--- src/rtl/simd_mac_acc.sv ---
// LANES-wide signed multiply-accumulate with per-lane bias preload, framed accumulation,
// pipelined products, optional saturation and sticky per-lane overflow reporting.
module simd_mac_acc #(
    parameter int unsigned LANES       = 2,
    parameter int unsigned DATA_W      = 9,
    parameter int unsigned ACC_W       = 24,
    parameter int unsigned MULT_STAGES = 2,
    parameter int unsigned SATURATE    = 1
) (
    input  logic                     clk,
    input  logic                     rstn,
    input  logic                     flush,
    input  logic                     in_valid,
    input  logic                     in_start,
    input  logic                     in_last,
    input  logic [LANES*DATA_W-1:0]  x,
    input  logic [LANES*DATA_W-1:0]  y,
    input  logic [LANES*ACC_W-1:0]   z,
    output logic                     out_valid,
    output logic [LANES*ACC_W-1:0]   out_p,
    output logic [LANES-1:0]         out_ovf
);

    localparam int unsigned PW   = ACC_W + 1;
    localparam int unsigned LAST = MULT_STAGES - 1;
    localparam logic [ACC_W-1:0] ACC_MAX = {1'b0, {(ACC_W-1){1'b1}}};
    localparam logic [ACC_W-1:0] ACC_MIN = {1'b1, {(ACC_W-1){1'b0}}};

    logic signed [DATA_W-1:0] x_l    [LANES];
    logic signed [DATA_W-1:0] y_l    [LANES];
    logic signed [PW-1:0]     prod_c [LANES];

    logic                     vld_q   [MULT_STAGES];
    logic                     start_q [MULT_STAGES];
    logic                     last_q  [MULT_STAGES];
    logic signed [PW-1:0]     prod_q  [MULT_STAGES][LANES];
    logic signed [ACC_W-1:0]  z_q     [MULT_STAGES][LANES];

    logic signed [ACC_W-1:0]  acc_q   [LANES];
    logic        [LANES-1:0]  sticky_q;
    logic                     fin_q;

    logic signed [PW-1:0]     base_c  [LANES];
    logic signed [PW-1:0]     sum_c   [LANES];
    logic        [ACC_W-1:0]  acc_nxt [LANES];
    logic        [LANES-1:0]  ovf_c;

    // Full-precision lane products, sign-extended to the accumulate width
    always_comb begin
        for (int unsigned i = 0; i < LANES; i++) begin
            x_l[i]    = x[i*DATA_W +: DATA_W];
            y_l[i]    = y[i*DATA_W +: DATA_W];
            prod_c[i] = PW'(x_l[i]) * PW'(y_l[i]);
        end
    end

    // Product pipeline; framing bits are qualified by in_valid on entry
    always_ff @(posedge clk or negedge rstn) begin
        if (!rstn) begin
            for (int unsigned s = 0; s < MULT_STAGES; s++) begin
                vld_q[s]   <= 1'b0;
                start_q[s] <= 1'b0;
                last_q[s]  <= 1'b0;
                for (int unsigned i = 0; i < LANES; i++) begin
                    prod_q[s][i] <= '0;
                    z_q[s][i]    <= '0;
                end
            end
        end else if (flush) begin
            for (int unsigned s = 0; s < MULT_STAGES; s++) begin
                vld_q[s]   <= 1'b0;
                start_q[s] <= 1'b0;
                last_q[s]  <= 1'b0;
                for (int unsigned i = 0; i < LANES; i++) begin
                    prod_q[s][i] <= '0;
                    z_q[s][i]    <= '0;
                end
            end
        end else begin
            vld_q[0]   <= in_valid;
            start_q[0] <= in_valid & in_start;
            last_q[0]  <= in_valid & in_last;
            for (int unsigned i = 0; i < LANES; i++) begin
                prod_q[0][i] <= prod_c[i];
                z_q[0][i]    <= z[i*ACC_W +: ACC_W];
            end
            for (int unsigned s = 1; s < MULT_STAGES; s++) begin
                vld_q[s]   <= vld_q[s-1];
                start_q[s] <= start_q[s-1];
                last_q[s]  <= last_q[s-1];
                for (int unsigned i = 0; i < LANES; i++) begin
                    prod_q[s][i] <= prod_q[s-1][i];
                    z_q[s][i]    <= z_q[s-1][i];
                end
            end
        end
    end

    // One guard bit above ACC_W: overflow shows as the top two sum bits disagreeing
    always_comb begin
        for (int unsigned i = 0; i < LANES; i++) begin
            base_c[i]  = start_q[LAST] ? PW'(z_q[LAST][i]) : PW'(acc_q[i]);
            sum_c[i]   = base_c[i] + prod_q[LAST][i];
            ovf_c[i]   = sum_c[i][ACC_W] ^ sum_c[i][ACC_W-1];
            acc_nxt[i] = sum_c[i][ACC_W-1:0];
            if (ovf_c[i] && (SATURATE != 0)) begin
                acc_nxt[i] = sum_c[i][ACC_W] ? ACC_MIN : ACC_MAX;
            end
        end
    end

    // Accumulators and sticky flags hold across bubbles
    always_ff @(posedge clk or negedge rstn) begin
        if (!rstn) begin
            for (int unsigned i = 0; i < LANES; i++) acc_q[i] <= '0;
            sticky_q <= '0;
            fin_q    <= 1'b0;
        end else if (flush) begin
            for (int unsigned i = 0; i < LANES; i++) acc_q[i] <= '0;
            sticky_q <= '0;
            fin_q    <= 1'b0;
        end else begin
            fin_q <= vld_q[LAST] & last_q[LAST];
            if (vld_q[LAST]) begin
                for (int unsigned i = 0; i < LANES; i++) acc_q[i] <= acc_nxt[i];
                sticky_q <= start_q[LAST] ? ovf_c : (sticky_q | ovf_c);
            end
        end
    end

    // Result registers hold the last emitted frame between pulses
    always_ff @(posedge clk or negedge rstn) begin
        if (!rstn) begin
            out_valid <= 1'b0;
            out_p     <= '0;
            out_ovf   <= '0;
        end else if (flush) begin
            out_valid <= 1'b0;
            out_p     <= '0;
            out_ovf   <= '0;
        end else begin
            out_valid <= fin_q;
            if (fin_q) begin
                for (int unsigned i = 0; i < LANES; i++) out_p[i*ACC_W +: ACC_W] <= acc_q[i];
                out_ovf <= sticky_q;
            end
        end
    end

endmodule

--- config.mk ---
export PLATFORM = sky130hd
export DESIGN_NAME = simd_mac_acc
export DESIGN_NICKNAME = d
export VERILOG_FILES = /design/src/rtl/simd_mac_acc.sv
export SDC_FILE = /design/constraint.sdc
export NUM_CORES = 1
export LEC_CHECK = 0
export CORE_MARGIN = 5
export CORE_UTILIZATION = 40
export CTS_BUF_LIST = sky130_fd_sc_hd__clkbuf_8
export DETAILED_ROUTE_END_ITERATION = 16
export DONT_BUFFER_PORTS = 1
export PLACE_DENSITY = 0.64
export SLEW_MARGIN = 20
export SYNTH_ARGS = -nofsm -noshare
export SYNTH_HDL_FRONTEND = slang
export SYNTH_SLANG_ARGS = --single-unit
--- constraint.sdc ---
create_clock -name clk -period 7.3 [get_ports clk]
set_input_delay 0.73 -clock clk [delete_from_list [all_inputs] [get_ports clk]]
set_output_delay 0.73 -clock clk [all_outputs]
set_load 0.01 [all_outputs]
## After elaboration in Yosys (flattened, before gate mapping)

Cells that the tools add are included.

- Bits in registers: 304
- Input bits: 90
- Output and inout bits: 51
- Logic and storage cells: 55

- Add/sub/neg operators: 2
- Multipliers: 2
- Mux-type cells: 22
- Bitwise gates (word level): 6
- Reduce and logical (&&, ||, !) cells: 2

Operators by type and width:

| kind | number |
|---|---|
| $mux 48 | 4 |
| $mux 100 | 1 |
| $mux 24 | 4 |
| $mux 96 | 1 |
| $add 25x25->25 | 2 |
| $mux 25 | 2 |
| $mul 9x9->18 | 2 |
| $mux 2 | 8 |
| $reduce_bool 2->1 | 2 |
| $and 1x1->1 | 3 |
| $mux 1 | 2 |
| $or 2x2->2 | 1 |
| $xor 1x1->1 | 2 |

## Longest topological paths before layout

Gate-level depths: netlist (run 1).

- Depth in word-level cells: 7
- Mapped depth: 21
- Depth with buffers taken out: 20

## Worst setup path before layout (run 1)

OpenSTA, ideal clock, no wires.

- Path type: input to register
- Start point: in y[9]
- End point: reg prod_q[66] in the netlist's numbering
- Library setup time: 132 ps
- Arrival: 4988 ps
- Data required time: 7168 ps
- Path slack: 2180 ps
- Stages: 18
- Buffers on the path: 1
- Path through: clkbuf_1 > nand2_1 > fa_1 > inv_1 > fa_1 > inv_1 > fa_1 > inv_1 > fa_1 > fa_1 > ha_1 > inv_1 > o21ai_1 > a2111o_1 > a41oi_1 > o21ai_1 > xnor2_1 > nor2_1

- Word-level cells in the longest chain between the ends: 2

RTL lines:

| element | RTL line | RTL |
|---|---|---|
| start, declared | 17 | `input logic [LANES*DATA_W-1:0] y,` |
| $mul 9x9->18 | 53 | `prod_c[i] = PW'(x_l[i]) * PW'(y_l[i]);` |
| $mux 100 | 69 | `end else if (flush) begin` |
| end signal, assigned by index | 84 | `prod_q[0][i] <= prod_c[i];` |
| end signal, assigned by index | 92 | `prod_q[s][i] <= prod_q[s-1][i];` |
| end, declared | 36 | `logic signed [PW-1:0] prod_q [MULT_STAGES][LANES];` |

No other way between the ends.
A chain may end at the register's enable or synchronous reset.

## Worst setup path in the final report (run 1)

- Start point: reg start_q[0] in the netlist's numbering
- End point: reg acc_q[16] in the netlist's numbering

- Word-level cells in the longest chain between the ends: 6
- Elaborated cells between the ends (all ways): 7
- Classes of those cells: add/sub: 1; mux: 5; bitwise: 1

RTL lines:

| element | RTL line | RTL |
|---|---|---|
| start, declared | 34 | `logic start_q [MULT_STAGES];` |
| start signal, assigned by index | 89 | `start_q[s] <= start_q[s-1];` |
| $mux 25 (*) | 102 | `base_c[i] = start_q[LAST] ? PW'(z_q[LAST][i]) : PW'(acc_q[i]);` |
| $add 25x25->25 (*) | 103 | `sum_c[i] = base_c[i] + prod_q[LAST][i];` |
| $mux 24 or $xor 1x1->1 (tied branches) | 107, 104 |  |
| $mux 24 (*) | 106 | `if (ovf_c[i] && (SATURATE != 0)) begin` |
| $mux 48 (*) | 124 | `if (vld_q[LAST]) begin` |
| $mux 48 (*) | 118 | `end else if (flush) begin` |
| end, declared | 39 | `logic signed [ACC_W-1:0] acc_q [LANES];` |

Mark *: on every way between the ends. The rest lies on a longest branch, timed or not. The select of a mux whose other input is x is not followed.

==> results of run 1 <==
## synth_stat cells, drive strengths merged (2+ instances only)
cell type	number
nor3b	5
nor4b	3
a31oi	7
a211o	4
mux2i	51
o211ai	9
nand2	126
dfrtp	276
and3	8
and2	70
nor2b	174
o21ai	56
clkbuf	54
o31ai	2
a221o	23
nor2	104
ha	126
xor2	19
nor3	14
inv	154
o21a	4
xnor2	51
nand3	2
a311oi	2
buf	16
or3	7
nand2b	4
nand4	3
or2	2
a21oi	57
a211oi	10
a21o	29
o31a	2
mux2	53
o21bai	8
fa	142
## worst register-to-register path, stage by stage, from the launching register on
cell	delay (ns)
dfrtp_2	0.66
mux2_2	0.40
ha_1	0.36
o21ai_0	0.15
o211ai_1	0.24
nand4_1	0.11
and3_1	0.28
o31ai_1	0.47
a21oi_1	0.13
a21oi_1	0.26
xor2_1	0.11
ha_1	0.93
nor3b_1	0.27
a311o_1	0.81
o21ai_1	0.19
## layer usage
| metal | track usage | vias to the layer above | wire, um |
|---|---|---|---|
| li1 | - | 5467 | - |
| met5 | 0 | - | 56 |
| met2 | 0.251 | 199 | 17800 |
| met4 | 0.0417 | 10 | 883 |
| met1 | 0.212 | 5663 | 17600 |
| met3 | 0.0425 | 82 | 2270 |
## cell families after synthesis
| family | synth area share |
|---|---|
| simple gates | 0.150 |
| flops | 0.380 |
| fa+ha+maj | 0.243 |
| buf+inv | 0.0499 |
| compound gates | 0.0827 |
| mux | 0.0608 |
| xor+xnor | 0.0341 |
## sequential cells by signal (all words and copies together), names as in the netlist
| name | flops |
|---|---|
| last_q | 2 |
| start_q | 2 |
| out_p | 48 |
| vld_q | 2 |
| acc_q | 48 |
| out_ovf | 2 |
| sticky_q | 2 |
| z_q | 96 |
| fin_q | 1 |
| out_valid | 1 |
| prod_q | 72 |
## stage by stage
stage,setup slack (ns),instances
final,1.76,2304
after global routing,1.27,2303
after CTS,1.77,2302
after detailed placement,1.81,2218
after global placement,1.98,2217
after floorplan,2.18,1686
## worst max-delay path by stage
| stage | slack [ns] | cells past startpoint | endpoint |
|---|---|---|---|
| after global placement | 1.98 | 14 | acc_q[15]$_DFFE_PN0P_ |
| after global routing | 1.27 | 14 | acc_q[8]$_DFFE_PN0P_ |
| final | 1.76 | 14 | acc_q[16]$_DFFE_PN0P_ |
| after detailed placement | 1.81 | 14 | acc_q[15]$_DFFE_PN0P_ |
| after floorplan | 2.18 | 18 | prod_q[66]$_DFF_PN0_ |
| after CTS | 1.77 | 14 | acc_q[21]$_DFFE_PN0P_ |
## final cells by class
type / instances / area (um2)
diodes: 1 / 2.50
clock buffers: 56 / 771
clock inverters: 27 / 265
fillers: 4285 / 25400
inverters: 154 / 578
multi-input cells: 1186 / 10400
flip-flops and latches: 276 / 6910
well taps: 600 / 751
repair buffers: 4 / 90.1
## power breakdown
part           switching, uW  total (uW)  internal [uW]
logic                   1380        2560           1180
registers               72.5        1760           1690
clock network            637        1520            878
total                   2090        5840           3750
==> flow_summary.yaml, run 1 <==
sta:
  setup_viol: 0
  holdWs_ns: 0.125
  rsz0062_at_grt: "no"
  worst_pin_slew_ns: 1.01
  period_needed_ns: 5.54
  period_share: 0.759
  finClkSkew_ns: 0.0192
  hold_violations: 0
  fin_tns_setup_ns: 0
  finalMaxSlewViolations: 0
  max_slew_margin: 0.329
  fmax_mhz: 181
cts:
  cts_setup_buffers: 0
  cts_max_level: 2
  clkLatencyLatePin_ns: 0.57
  clk_pin_slew_ns: 0.06
  post_cts_resized: 0
  cts.sinks: 276
  cts_tree: "built"
  cts_hold_buf: 1
  cts_root_buf: "clkbuf_8"
  cts_made_buffers: 46
  clockBufferDepth: 3
logic_synthesis:
  ys.flop_type: "dfrtp_1"
  synth_seq_cells: 276
  synth-edff-count: 0
  yosysTopAreaCell: "dfrtp_1"
  ys_types: 60
  async_flop_share: 1.00
  syn_nets: 2044
  synth_area_leaders: "dfrtp_1 (38%), fa_1 (16%), ha_1 (8.7%)"
  synthesis.area_mm2: 0.0182
  yosys_warnings: 0
  synth_cells: 1686
  yosysTopAreaCellShare: 0.380
  ys_seq_area_frac: 0.380
  avgSynthCellArea_um2: 10.8
worst_setup_path:
  crit_arrival_ns: 5.94
  reg2reg_from: "start_q[0]$_DFF_PN0_"
  max_stage_delay_ns: 0.93
  crit_type: "register to register"
  crit_family: "compound AO/OA/AOI/OAI gates"
  rr_endpoint: "acc_q[16]$_DFFE_PN0P_"
  cp-start-kind: "register"
  slowest_stage: "ha_1"
  ff2ff_setup_slack_ns: 1.76
  crit_chain: "mux2_2 > ha_1 > o21ai_0 > o211ai_1 > nand4_1 > and3_1 > o31ai_1 > a21oi_1 > a21oi_1 > xor2_1 > ha_1 > nor3b_1 > a311o_1 > o21ai_1"
  cp.required_ns: 7.70
  critPathMaxFanout: 30
  rr_worst_depth: 14
  end_kind: "register"
  critPathLaunch: "start_q[0]$_DFF_PN0_"
  crit_buf_inv: 0
die:
  rows: 78
  io_pins: 141
  start_util: 0.403
  dieArea_mm2: 0.0499
  die_h_um: 223
  die_width_um: 223
  core_area_mm2: 0.0452
pwr:
  power_leakage_uw: 0.00966
  p_total_uw: 5840
  pwr_density_cell_mw_per_mm2: 296
  vdd.ir_drop.worst_mv: 0.332
global_routing:
  grt_pass1_wl_um: 65000
  globalRouteOverflowTotal: 0
  grt_pass1_vias: 12304
  antenna_found_initial: 7
  track_usage: 0.157
  grt_start_max_net_pins: 277
layout:
  syn_to_final_growth_pct: 8.58
  final_util: 0.437
  final_cell_mix: "dfrtp_1 (274), nor2b_1 (174), inv_1 (161)"
  design_area_mm2: 0.0198
  final_common_cell: "dfrtp_1"
  fin_nets: 2026
  drive_gt1_frac: 0.0887
routing:
  wl_per_cell_um: 16.8
  postRouteAntennaNets: 0
  drcViolationCount: 0
  drtIter0Drc: 476
  vias: 11421
  wirelength_um: 38700
  vias_per_cell: 4.96
  firstDrtPassIters: 5
place:
  gp_congestion: 0.851
  dpl-instance-area_mm2: 0.0187
  hpwlAfterDp_um: 28100
  numPortBuffers: 0
outcome:
  outcome: "completed"
min_path:
  hp-class: "input port to asynchronous set/reset pin"
run:
  drv_cap: 0
Power figures use the tool's default switching activity.
==> inputs of run 2 (changes only) <==
PLACE_DENSITY = 0.66   (was 0.64)
clock period = 4.6 ns   (was 7.3 ns; I/O delays follow)
==> run 2 against run 1 <==
Effect of this change: the run now ends with hold timing left; hold slack lost 0.53 ns; final cell count rose by 2.2%; total power rose by 65%; critical path depth grew 1; design area increased by 3.0%; critical path type unchanged; critical endpoint is now acc_q[8]$_DFFE_PN0P_; largest cell class unchanged; largest power group unchanged.
==> flow_summary.yaml, run 2 (synthesized netlist as in run 1, its figures left out) <==
outcome:
  outcome: "complete, but fails checks"
  failed_checks: "hold timing"
cts:
  cts_setup_buffers: 0
  clockBufferDepth: 3
  cts_root_buf: "clkbuf_8"
  cts_tree: "built"
  cts_max_level: 2
  clk_pin_slew_ns: 0.06
  cts.sinks: 276
  cts_made_buffers: 46
  clkLatencyLatePin_ns: 0.58
die:
  io_pins: 141
  core_area_mm2: 0.0452
  dieArea_mm2: 0.0499
  die_width_um: 223
  rows: 78
  start_util: 0.403
  die_h_um: 223
routing:
  drcViolationCount: 0
  wirelength_um: 41000
  vias: 11637
  firstDrtPassIters: 4
  wl_per_cell_um: 17.4
  vias_per_cell: 4.94
  drtIter0Drc: 532
  postRouteAntennaNets: 0
layout:
  largest_reg_flops: 96
  regArea_mm2: 0.00691
  top_regs: "z_q (96), prod_q (72)"
  final_common_cell: "dfrtp_1"
  multiInputGateArea_mm2: 0.0105
  fin_nets: 2072
  final_util: 0.450
  fin_cells: 2354
  fillCellCount: 4208
  regMostFlops: "z_q"
  final_cell_mix: "dfrtp_1 (274), nor2b_1 (172), inv_1 (164)"
  syn_to_final_growth_pct: 11.8
  drive_gt1_frac: 0.105
worst_setup_path:
  max_stage_delay_ns: 0.47
  cp-start-kind: "register"
  end_kind: "register"
  crit_arrival_ns: 4.82
  crit_chain: "buf_4 > buf_4 > mux2_2 > ha_1 > nand3_1 > or2_2 > o31ai_1 > a21oi_1 > a21oi_2 > xor2_1 > ha_1 > nor3b_1 > a311o_2 > buf_4 > o21ai_1"
  critPathMaxFanout: 13
  crit_type: "register to register"
  cp_common_cell: "buf_4"
  slowest_stage: "dfrtp_2"
  cp.required_ns: 5.08
place:
  dp_cells: 2230
  gp_congestion: 0.860
  numPortBuffers: 0
  hpwlAfterDp_um: 28900
pwr:
  p_total_uw: 9650
  clkPwrFrac: 0.264
  power_leakage_uw: 0.00990
  pwr_density_cell_mw_per_mm2: 474
  p_seq_frac: 0.290
  swShare: 0.355
  pwr-share-comb: 0.446
  power.internal_uw: 6220
  vdd.ir_drop.worst_mv: 0.362
  p_sw_uw: 3430
sta:
  period_share: 0.942
  fmax_mhz: 231
  setup_viol: 0
  period_needed_ns: 4.34
  finClkSkew_ns: 0.0274
  hold_violations: 276
  holdWs_ns: -0.406
  worst_pin_slew_ns: 1.01
  max_slew_margin: 0.327
  finalMaxSlewViolations: 0
  rsz0062_at_grt: "no"
global_routing:
  antenna_found_initial: 7
  grt_pass1_vias: 12602
  track_usage: 0.167
  grt_start_max_net_pins: 277
  grt_pass1_wl_um: 68100
  globalRouteOverflowTotal: 0
min_path:
  hp-class: "input port to asynchronous set/reset pin"
run:
  drv_cap: 0
run 2: final timing paths:
kind	startpoint	cells after the start	endpoint	slack, ns
setup / recovery	start_q[0]$_DFF_PN0_	15	acc_q[8]$_DFFE_PN0P_	0.26
hold / removal	rstn	0	prod_q[80]$_DFF_PN0_	-0.41
setup reg to reg	start_q[0]$_DFF_PN0_	15	acc_q[8]$_DFFE_PN0P_	0.26
hold reg to reg	z_q[93]$_DFF_PN0_	1	z_q[45]$_DFF_PN0_	0.45
max in group asynchronous	rstn	0	out_p[33]$_DFFE_PN0P_	4.56
min in group clk	z[29]	1	z_q[53]$_DFF_PN0_	0.04
run 2: critical path, delay by kind of cell (launching register included):
kind / cells / cell delay, ns
buffers and inverters: 3 / 0.67
AND/OR/NAND/NOR: 3 / 0.67
flip-flops: 1 / 0.47
XOR/XNOR: 1 / 0.18
adder cells (fa/ha/maj): 2 / 0.69
multiplexers: 1 / 0.34
AO/OA/AOI/OAI: 5 / 1.20
run 2: repair_timing:
action	in CTS	in global routing
endpoints found under the setup margin	0	34
hold buffers	30	6
hold endpoints to repair	423	282
resized for setup	0	3
run 2: layout make-up:
type                       instances  area share
inverter                         154      0.0284
clock buffer                      58      0.0392
sequential                       276       0.340
tap                              600      0.0369
clock inverter                    26      0.0151
multi-input combinational       1186       0.515
antenna                            4    0.000492
timing repair buffer              50      0.0248
run 2: power by group through the flow:
stage,Combinational [uW],Sequential (uW),Clock (uW)
final,4300,2790,2550
after global routing,4970,2820,2760
after CTS,4370,2800,2630
after detailed placement,4260,2840,0
after global placement,4160,2840,0
after floorplan,3450,2780,0
run 2: per-stage QoR:
step                cell area (um2)  setup TNS, ns  hold slack (ns)  setup slack [ns]
floorplan                     18400              0            0.164            0.0103
global placement              18800        -0.0277            0.175           -0.0277
detailed placement            18800         -0.294            0.176            -0.119
CTS                           20300              0           -0.465             0.123
global route                  20300              0           -0.472           0.00542
finish                        20300              0           -0.406             0.265
run 2: metal layers:
metal	wire length, um	vias to the layer above	GRT usage
li1	-	5578	-
met1	18900	5800	0.229
met2	19200	200	0.272
met3	2060	55	0.0368
met4	691	4	0.0383
met5	25	-	0
